--- src/rtl/vga_pkg.sv ---
// Shared VGA timing constants (640x480@60) and the helper that sums an axis's segments.
package vga_pkg;

  localparam int unsigned DEF_H_ACTIVE = 640;
  localparam int unsigned DEF_H_FP     = 16;
  localparam int unsigned DEF_H_SYNC   = 96;
  localparam int unsigned DEF_H_BP     = 48;
  localparam int unsigned DEF_V_ACTIVE = 480;
  localparam int unsigned DEF_V_FP     = 10;
  localparam int unsigned DEF_V_SYNC   = 2;
  localparam int unsigned DEF_V_BP     = 33;
  localparam int unsigned DEF_CNT_W    = 10;

  function automatic int unsigned axis_total(input int unsigned active,
                                             input int unsigned fp,
                                             input int unsigned sync,
                                             input int unsigned bp);
    return active + fp + sync + bp;
  endfunction

endpackage

--- src/rtl/vga_axis_counter.sv ---
// One raster axis: wrap counter with advance input, terminal count and sync/active window decode.
// Decodes are combinational on pos; pos steps once per cycle with adv high and holds otherwise.
module vga_axis_counter
  import vga_pkg::*;
#(
  parameter int unsigned ACTIVE = DEF_H_ACTIVE,
  parameter int unsigned FP     = DEF_H_FP,
  parameter int unsigned SYNC   = DEF_H_SYNC,
  parameter int unsigned BP     = DEF_H_BP,
  parameter int unsigned W      = DEF_CNT_W
) (
  input  logic         clk,
  input  logic         rst_n,
  input  logic         adv,
  output logic [W-1:0] pos,
  output logic         tc,
  output logic         in_sync,
  output logic         in_active
);

  localparam int unsigned TOTAL = axis_total(ACTIVE, FP, SYNC, BP);
  localparam logic [W-1:0] LAST    = W'(TOTAL - 1);
  localparam logic [W-1:0] SYNC_LO = W'(ACTIVE + FP);
  localparam logic [W-1:0] SYNC_HI = W'(ACTIVE + FP + SYNC - 1);
  localparam logic [W-1:0] ACT_END = W'(ACTIVE);
  localparam logic [W-1:0] ONE     = W'(1);

  always_ff @(posedge clk or negedge rst_n) begin
    if (!rst_n) begin
      pos <= '0;
    end else if (adv) begin
      pos <= tc ? '0 : pos + ONE;
    end
  end

  assign tc        = (pos == LAST);
  assign in_sync   = (pos >= SYNC_LO) && (pos <= SYNC_HI);
  assign in_active = (pos < ACT_END);

endmodule

--- src/rtl/vga_timing_gen.sv ---
// Parametrised VGA raster timing generator; all outputs decode hpos/vpos with zero latency.
// Define VGA_TIMING_FRAME_CNT_EN to add an 8-bit frame counter output (frame_cnt).
module vga_timing_gen
  import vga_pkg::*;
#(
  parameter int unsigned H_ACTIVE   = DEF_H_ACTIVE,
  parameter int unsigned H_FP       = DEF_H_FP,
  parameter int unsigned H_SYNC     = DEF_H_SYNC,
  parameter int unsigned H_BP       = DEF_H_BP,
  parameter int unsigned V_ACTIVE   = DEF_V_ACTIVE,
  parameter int unsigned V_FP       = DEF_V_FP,
  parameter int unsigned V_SYNC     = DEF_V_SYNC,
  parameter int unsigned V_BP       = DEF_V_BP,
  parameter bit          H_SYNC_POL = 1'b0,
  parameter bit          V_SYNC_POL = 1'b0,
  parameter int unsigned CNT_W      = DEF_CNT_W
) (
  input  logic             clk,
  input  logic             rst_n,
  input  logic             pix_en,
  output logic [CNT_W-1:0] hpos,
  output logic [CNT_W-1:0] vpos,
  output logic             hsync,
  output logic             vsync,
  output logic             display_on,
  output logic             line_start,
`ifdef VGA_TIMING_FRAME_CNT_EN
  output logic             frame_start,
  output logic [7:0]       frame_cnt
`else
  output logic             frame_start
`endif
);

  logic h_tc, h_sync_win, h_act;
  logic v_sync_win, v_act;
`ifdef VGA_TIMING_FRAME_CNT_EN
  logic v_tc;
`endif

  vga_axis_counter #(
    .ACTIVE(H_ACTIVE), .FP(H_FP), .SYNC(H_SYNC), .BP(H_BP), .W(CNT_W)
  ) u_h (
    .clk       (clk),
    .rst_n     (rst_n),
    .adv       (pix_en),
    .pos       (hpos),
    .tc        (h_tc),
    .in_sync   (h_sync_win),
    .in_active (h_act)
  );

  // Vertical axis steps only on the pixel that ends a line, so vsync moves with the hpos wrap.
  vga_axis_counter #(
    .ACTIVE(V_ACTIVE), .FP(V_FP), .SYNC(V_SYNC), .BP(V_BP), .W(CNT_W)
  ) u_v (
    .clk       (clk),
    .rst_n     (rst_n),
    .adv       (pix_en && h_tc),
    .pos       (vpos),
`ifdef VGA_TIMING_FRAME_CNT_EN
    .tc        (v_tc),
`else
    .tc        (),
`endif
    .in_sync   (v_sync_win),
    .in_active (v_act)
  );

  assign hsync       = h_sync_win ? H_SYNC_POL : ~H_SYNC_POL;
  assign vsync       = v_sync_win ? V_SYNC_POL : ~V_SYNC_POL;
  assign display_on  = h_act && v_act;
  assign line_start  = pix_en && (hpos == '0);
  assign frame_start = line_start && (vpos == '0);

`ifdef VGA_TIMING_FRAME_CNT_EN
  always_ff @(posedge clk or negedge rst_n) begin
    if (!rst_n) begin
      frame_cnt <= '0;
    end else if (pix_en && h_tc && v_tc) begin
      frame_cnt <= frame_cnt + 8'd1;
    end
  end
`endif

endmodule

--- config.mk ---
export PLATFORM = sky130hd
export DESIGN_NAME = vga_timing_gen
export DESIGN_NICKNAME = d
export VERILOG_FILES = /design/src/rtl/vga_pkg.sv /design/src/rtl/vga_axis_counter.sv /design/src/rtl/vga_timing_gen.sv
export SDC_FILE = /design/constraint.sdc
export NUM_CORES = 1
export LEC_CHECK = 0
export ABC_AREA = 1
export BUFFER_PORTS_ARGS = -buffer_cell sky130_fd_sc_hd__buf_2
export CORE_MARGIN = 3
export CORE_UTILIZATION = 40
export DETAILED_ROUTE_END_ITERATION = 7
export SKIP_LAST_GASP = 1
export SYNTH_ARGS = -nofsm -noshare
export SYNTH_HDL_FRONTEND = slang
export SYNTH_HIERARCHICAL = 1
export SYNTH_SLANG_ARGS = --single-unit
--- constraint.sdc ---
create_clock -name clk -period 5.1 [get_ports clk]
set_input_delay 0.255 -clock clk [delete_from_list [all_inputs] [get_ports clk]]
set_output_delay 0.255 -clock clk [all_outputs]
set_load 0.02 [all_outputs]
# == Word level (Yosys, flattened, before mapping) ==
# Index checks and enable logic that the tools add are counted.
# classes
addsub,2
magnitude_cmp,6
eq_ne,2
mux,4
reduce_logical,8
# ops
op,count
$add A10 B1 Y10 const B,2
$eq A10 B10 Y1 const B,2
$logic_not A10 Y1,2
$mux W10,2
$ge A10 B10 Y1 const B,1
$ge A10 B9 Y1 const B,1
$le A10 B10 Y1 const B,1
$le A10 B9 Y1 const B,1
$lt A10 B10 Y1 const B,1
$lt A10 B9 Y1 const B,1
$logic_and A1 B1 Y1,6
$mux W1,2
# word_totals
register_bits,20
inputBits,3
out_inout_bits,25
elab_cells,24

# == Depth between registers and ports, before layout ==
# Gate-level depths: netlist of run 1.
# logic_depth
word_depth,3
ltp_mapped,12
depth_no_buf,12

# == By module ==
# Netlist of run 1, hierarchy kept.
# modules_own_cells
module,instances,cells_each,area_each_um2,seq_area_each_um2
vga_axis_counter (u_h),1,90,631.9,250.2
vga_axis_counter (u_v),1,80,588.1,250.2
vga_timing_gen,1,35,137.6,0.0

# == Worst setup path after synthesis of run 1 ==
# Ideal clock, no wire load.
# synth_path
path_kind,register to register
startpoint,register u_h.pos[0]
endpoint,register u_v.pos[8]
setup_time_ns,0.113
t_arrival_ns,1.779
required_time_ns,4.987
path_slack_ns,3.208
stages_incl_launch_ff,13
path_buffers,0
period_less_slack_ns,1.892
cell_sequence,dfrtp_1 > ha_1 > nand3_1 > nor4_1 > nand2_1 > inv_1 > nand2_1 > nor2_2 > nand2_2 > nor2_1 > nand2_1 > nand2_1 > inv_1
# synth_between
elab_chain_cells,2
# synth_lines
element,line,source
"start, declared",vga_axis_counter.sv:15,"output logic [W-1:0] pos,"
"start signal, assigned",vga_axis_counter.sv:32,pos <= tc ? '0 : pos + ONE;
$eq A10 B10 Y1,vga_axis_counter.sv:36,assign tc = (pos == LAST);
net h_tc,vga_timing_gen.sv:35,"logic h_tc, h_sync_win, h_act;"
$logic_and A1 B1 Y1,vga_timing_gen.sv:59,".adv (pix_en && h_tc),"
"end signal, assigned",vga_axis_counter.sv:32,
"end, declared",vga_axis_counter.sv:15,
# The timed path passes the listed nets, and every way through them passes these cells.
# A chain may end at the register's enable or synchronous reset.

# == Worst setup path after layout of run 1 ==
# Same ends and word-level chain as after synthesis.

==> flow_metrics.tcl, run 1 <==
set metrics [dict create \
    clock_latency_ns 0.31 \
    top_level_ports 28 \
    cts_resized 0 \
    drt_iter0_drc 94 \
    yosysWarnings 6 \
    die_area_um2 4120 \
    cts_root_buffer "clkbuf_4" \
    ir_drop_uv 216 \
    syn_nets 211 \
    synth.cell_area_um2 1350 \
    routed-via-count 1286 \
    fin_crit_sh 0.384 \
    post_cts_buffers 0 \
    cts_tree "yes" \
    drc 0 \
    powerDensity_nw_per_um2 406 \
    p_leak_nw 0.916 \
    hold_depth 3 \
    crit_top_cell "nand2_1" \
    die_h_um 64.2 \
    placed_cell_area_um2 1540 \
    ant_nets 0 \
    gr-total-overflow 0 \
    hold_violations 0 \
    hp-class "input port to register" \
    nets 244 \
    portBuffers 27 \
    fin_tns_setup_ns 0 \
    grt_first_pass_wirelength_mm 5.61 \
    tightest_slew_ns 0.473 \
    drive_above_1_share 0.182 \
    max_freq_ghz 0.510 \
    outcome "complete, no violations" \
    drv_cap 0 \
    htreeDepth 1 \
    critPathArrivalTime_ns 2.17 \
    drtPass1Iterations 4 \
    core_area_um2 3130 \
    rsz0062_at_grt "false" \
    holdBufCountCts 1 \
    fillers 336 \
    clk_pin_slew_worst_paths_ns 0.12 \
    n_antenna_cell 0 \
    crit_path_cell_trace "ha_1, nand3_1, nor4_1, nand2_1, inv_1, nand2_1, nor2_2, nand2_2, nor2_1, nand2_1, nand2_1, inv_1" \
    fin_worst_skew_ns 0.00305 \
    use_met2 0.306 \
    place_inst 275 \
    antenna_found_initial 0 \
    drv_slew 0 \
    use_met1 0.197 \
    initial_core_util 0.433 \
    critPathCaptureType "register" \
    reg2regPathDepth 12 \
    cp_data_required_time_ns 5.32 \
    post_drt_wl_per_cell_um 11.2 \
    design_area_um2 1590 \
    cpPeakStageDelay_ns 0.46 \
    crit_fanout 8 \
    cts_buffer_depth 2 \
    grt.busiest_layer "met2" \
    grt_pass1_vias 1270 \
    drt-total-wl_mm 3.12 \
    final_core_util 0.508 \
    use_met3 0.0369 \
    final_cell_count_no_fill 280 \
    chipWidth_um 64.2 \
    avgViaCountPerCell 4.59 \
    synth.avg_cell_area_um2 6.64 \
    gp_congestion 0.883 \
    maxSlewHeadroom 0.685 \
    grt_max_degree 21 \
    crit_path_start_kind "register" \
    areaGrowthSynthToFinish_pct 17.5 \
    critPathKind "register to register" \
    cts_inserted_buffers 3 \
    track_usage 0.169 \
    layout_min_cycle_time_ns 1.96 \
    clock_sinks 20 \
    setup-violations-final 0 \
    synthCells 204 \
    cp_slowest_cell "dfrtp_1" \
    row_count 20 \
    dp_hpwl_mm 2.39 \
]
final cells by class:
type,count,area [µm²],share of cell area
Multi-Input combinational cell,144,703,0.442
Sequential cell,20,500,0.315
Inverter,40,150,0.0944
Timing Repair Buffer,28,145,0.0913
Tap cell,44,55.1,0.0346
Clock buffer,4,36.3,0.0228
critical path, delay by kind of cell, from the launching register on:
kind                     cells  cell delay, ns
flip-flops                   1            0.46
adder cells (fa/ha/maj)      1            0.24
buffers and inverters        2            0.21
AND/OR/NAND/NOR              9            0.95
sequential cells by signal (all words and copies together), names as in the netlist:
name     count
u_v/pos     10
u_h/pos     10
per-layer routing:
metal | share of wire | vias to the layer above
met4 | 0.012 | 0
met3 | 0.043 | 4
li1 | - | 676
met2 | 0.50 | 28
met5 | 0 | -
met1 | 0.44 | 578
placed cells by master (no fill, tap or decap):
cell type,count
nor3_1,2
clkbuf_8,1
inv_1,40
or2_2,2
nand2_1,54
nand4_1,2
or2_0,1
ha_1,4
dfrtp_1,20
nor2_4,1
clkbuf_4,3
nor2_1,34
xor2_1,6
dlygate4sd3_1,1
o21ai_0,5
nand3_1,18
o21bai_1,1
nor2_2,5
nand3_2,2
buf_2,27
nand2_2,2
xnor2_1,1
and2_0,1
nor4_1,1
a21oi_1,2
power breakdown:
group | switching [mW] | internal (mW) | leakage, nW
Clock | 0.0515 | 0.0436 | 0.0210
Combinational | 0.182 | 0.0949 | 0.664
Sequential | 0.0743 | 0.199 | 0.231
final timing paths:
kind / start / endpoint / slack, ns
min in group asynchronous: rst_n / u_h/pos[1] / 0.42
max in group asynchronous: rst_n / u_v/pos[8] / 4.36
worst max register to register: u_h/pos[0] / u_v/pos[8] / 3.14
worst max-delay path: u_h/pos[0] / u_v/pos[8] / 3.14
worst min register to register: u_v/pos[7] / u_v/pos[7] / 0.59
worst min-delay path: pix_en / u_h/pos[7] / 0.26
metrics by stage:
step	worst slack (ns)	hold slack, ns	total power [mW]
after floorplan	3.21	-0.0406	0.458
after global placement	3.23	0.237	0.557
after detailed placement	3.15	0.244	0.556
after CTS	3.13	0.248	0.656
after global routing	2.87	0.265	0.708
final	3.14	0.256	0.646
No activity file was read; power rests on OpenSTA's default activity.
==> run 2, diff against run 1 <==
Settings changed: ABC_AREA 1 to 0.
Clock period 5.1 ns to 1.6 ns, I/O delays scaled along.
==> flow_metrics.tcl, run 2 <==
set metrics [dict create \
    chipWidth_um 60.5 \
    rsz0062_at_grt "true" \
    ys_top_cells_by_area "dfrtp_1 (42%), xor2_1 (4.4%), ha_1 (4.2%)" \
    wl_met3_um 205 \
    layout_min_cycle_time_ns 1.86 \
    hp-class "input port to register" \
    drv_slew 0 \
    placed_cell_area_um2 1580 \
    p_leak_nw 0.920 \
    drive_above_1_share 0.574 \
    final_cell_count_no_fill 219 \
    die_area_um2 3660 \
    r2r_slack_ns -0.26 \
    synthCells 122 \
    layout_common_cells "buf_4 (30), buf_2 (23), dfrtp_1 (16)" \
    clock_sinks 20 \
    ant_nets 0 \
    synth-compound-area-share 0.105 \
    critPathCapture "u_v/pos[9]" \
    initial_core_util 0.427 \
    synth_most_common_cell "dfrtp_1" \
    clk_pin_slew_worst_paths_ns 0.12 \
    synthAdderAreaFrac 0.0421 \
    cts_tree "yes" \
    top_level_ports 28 \
    max_freq_ghz 0.536 \
    synth_common_cells "dfrtp_1 (20), nand2_1 (12), inv_1 (7), nor2_1 (7)" \
    layout_commonest_cell "buf_4" \
    maxSlewHeadroom 0.656 \
    critPathArrivalTime_ns 2.10 \
    syn_nets 129 \
    violations "negative setup slack" \
    cts_inserted_buffers 3 \
    routed-via-count 1182 \
    antenna_found_initial 0 \
    postSynth.asyncResetShare 1.00 \
    synth_seq_cells 20 \
    drc 0 \
    dp_slack_ns -0.240 \
    synth_xor_area_frac 0.0738 \
    cp_slowest_cell "dfrtp_2" \
    row_count 19 \
    track_usage 0.193 \
    cts_root_buffer "clkbuf_4" \
    crit_fanout 3 \
    synth_top_cell_by_area "dfrtp_1" \
    portBuffers 27 \
    largestRegisters "u_h/pos (10), u_v/pos (10)" \
    gr-total-overflow 0 \
    synth_edf_count 0 \
    rr_endpoint "u_v/pos[9]" \
    setup-violations-final 13 \
    crit_path_start_kind "register" \
    cp_data_required_time_ns 1.83 \
    n_antenna_cell 0 \
    nets 196 \
    finalPower_mw 1.48 \
    synth_top_area_share 0.421 \
    critPathKind "register to register" \
    post_drt_wl_per_cell_um 15.1 \
    drt_iter0_drc 34 \
    cts_buffer_depth 2 \
    clock_latency_ns 0.31 \
    place_inst 204 \
    fillers 221 \
    critPathCaptureType "register" \
    design_area_um2 1870 \
    highest_layer "met4" \
    core_area_um2 2780 \
    synth.cell_area_um2 1190 \
    powerDensity_nw_per_um2 789 \
    fin_crit_sh 1.16 \
    drtPass1Iterations 4 \
    avgViaCountPerCell 5.40 \
    synth.avg_cell_area_um2 9.73 \
    synthMuxAreaShare 0.00843 \
    drt-total-wl_mm 3.30 \
    hold_violations 0 \
    htreeDepth 1 \
    fin_worst_skew_ns 0.00803 \
    wl_met2_mm 1.61 \
    final_core_util 0.673 \
    grt_pass1_vias 1106 \
    yosysUniqueCellTypes 42 \
    startpoint "u_h/pos[7]" \
    ir_drop_uv 710 \
    grt_first_pass_wirelength_mm 5.26 \
    synth_top_family_by_area "simple AND/OR/NAND/NOR gates" \
    outcome "complete, but fails checks" \
    dp_hpwl_mm 2.21 \
    hold_slack_ns 0.0562 \
    reg2regPathDepth 7 \
    tightest_slew_ns 0.512 \
    fin_tns_setup_ns -1.77 \
    drv_cap 0 \
    die_h_um 60.5 \
    timing.rr.start "u_h/pos[7]" \
    cpPeakStageDelay_ns 0.42 \
    areaGrowthSynthToFinish_pct 57.6 \
    yosysWarnings 6 \
    crit_path_cell_trace "nand4b_1, nor3_2, and4_4, and2_4, nand3_4, or4_4, a22oi_2" \
    yosys.area_share.simple 0.323 \
    gp_congestion 0.833 \
    synth_ff_type "dfrtp_1" \
    seq_area_frac_synth 0.421 \
    grt_max_degree 21 \
    fin_ws_ns -0.264 \
    m1WireLength_mm 1.46 \
]
[run 2: cells by family after synthesis]
group / Yosys count
simple gates: 61
flops: 20
mux: 1
compound gates: 18
xor+xnor: 10
buf+inv: 8
fa+ha+maj: 4
[run 2: final cells by class]
| cell class | instances | area (µm²) | share of cell area |
|---|---|---|---|
| tap | 31 | 38.8 | 0.0207 |
| clock buffer | 4 | 36.3 | 0.0194 |
| sequential | 20 | 505 | 0.270 |
| inverter | 7 | 26.3 | 0.0140 |
| multi-input combinational | 94 | 810 | 0.432 |
| timing repair buffer | 63 | 455 | 0.243 |
[run 2: worst min path at each step]
stage | from | to | slack [ns] | depth (start not counted)
global placement | rst_n | u_v/pos[7] | 0.06 | 1
detailed placement | rst_n | u_v/pos[5] | 0.06 | 1
global route | pix_en | u_h/pos[1] | 0.06 | 2
finish | pix_en | u_h/pos[1] | 0.06 | 2
floorplan | rst_n | u_h/pos[0] | -0.22 | 0
CTS | pix_en | u_h/pos[1] | 0.03 | 2
[run 2: critical path, delay by kind of cell (launching register included)]
| kind | cells | cell delay [ns] |
|---|---|---|
| AOI/OAI and AO/OA | 1 | 0.15 |
| and+or+nand+nor | 6 | 1.22 |
| DFF | 1 | 0.42 |
[run 2: what timing repair did]
item,CTS,global route
setup endpoints to repair,13,15
resized for setup,21,21
cloned,0,0
hold buffers,1,0
endpoints found under the hold margin,20,0
buffers inserted,7,4
pin swaps,5,4
[run 2: metal layers]
layer | vias up | GRT usage
met2 | 35 | 0.313
li1 | 573 | -
met5 | - | 0
met3 | 2 | 0.0617
met4 | 0 | 0.0372
met1 | 572 | 0.256
[run 2: report_power, final]
group	internal, mW	switching (mW)
combinational	0.230	0.328
clock	0.139	0.162
sequential	0.570	0.0477
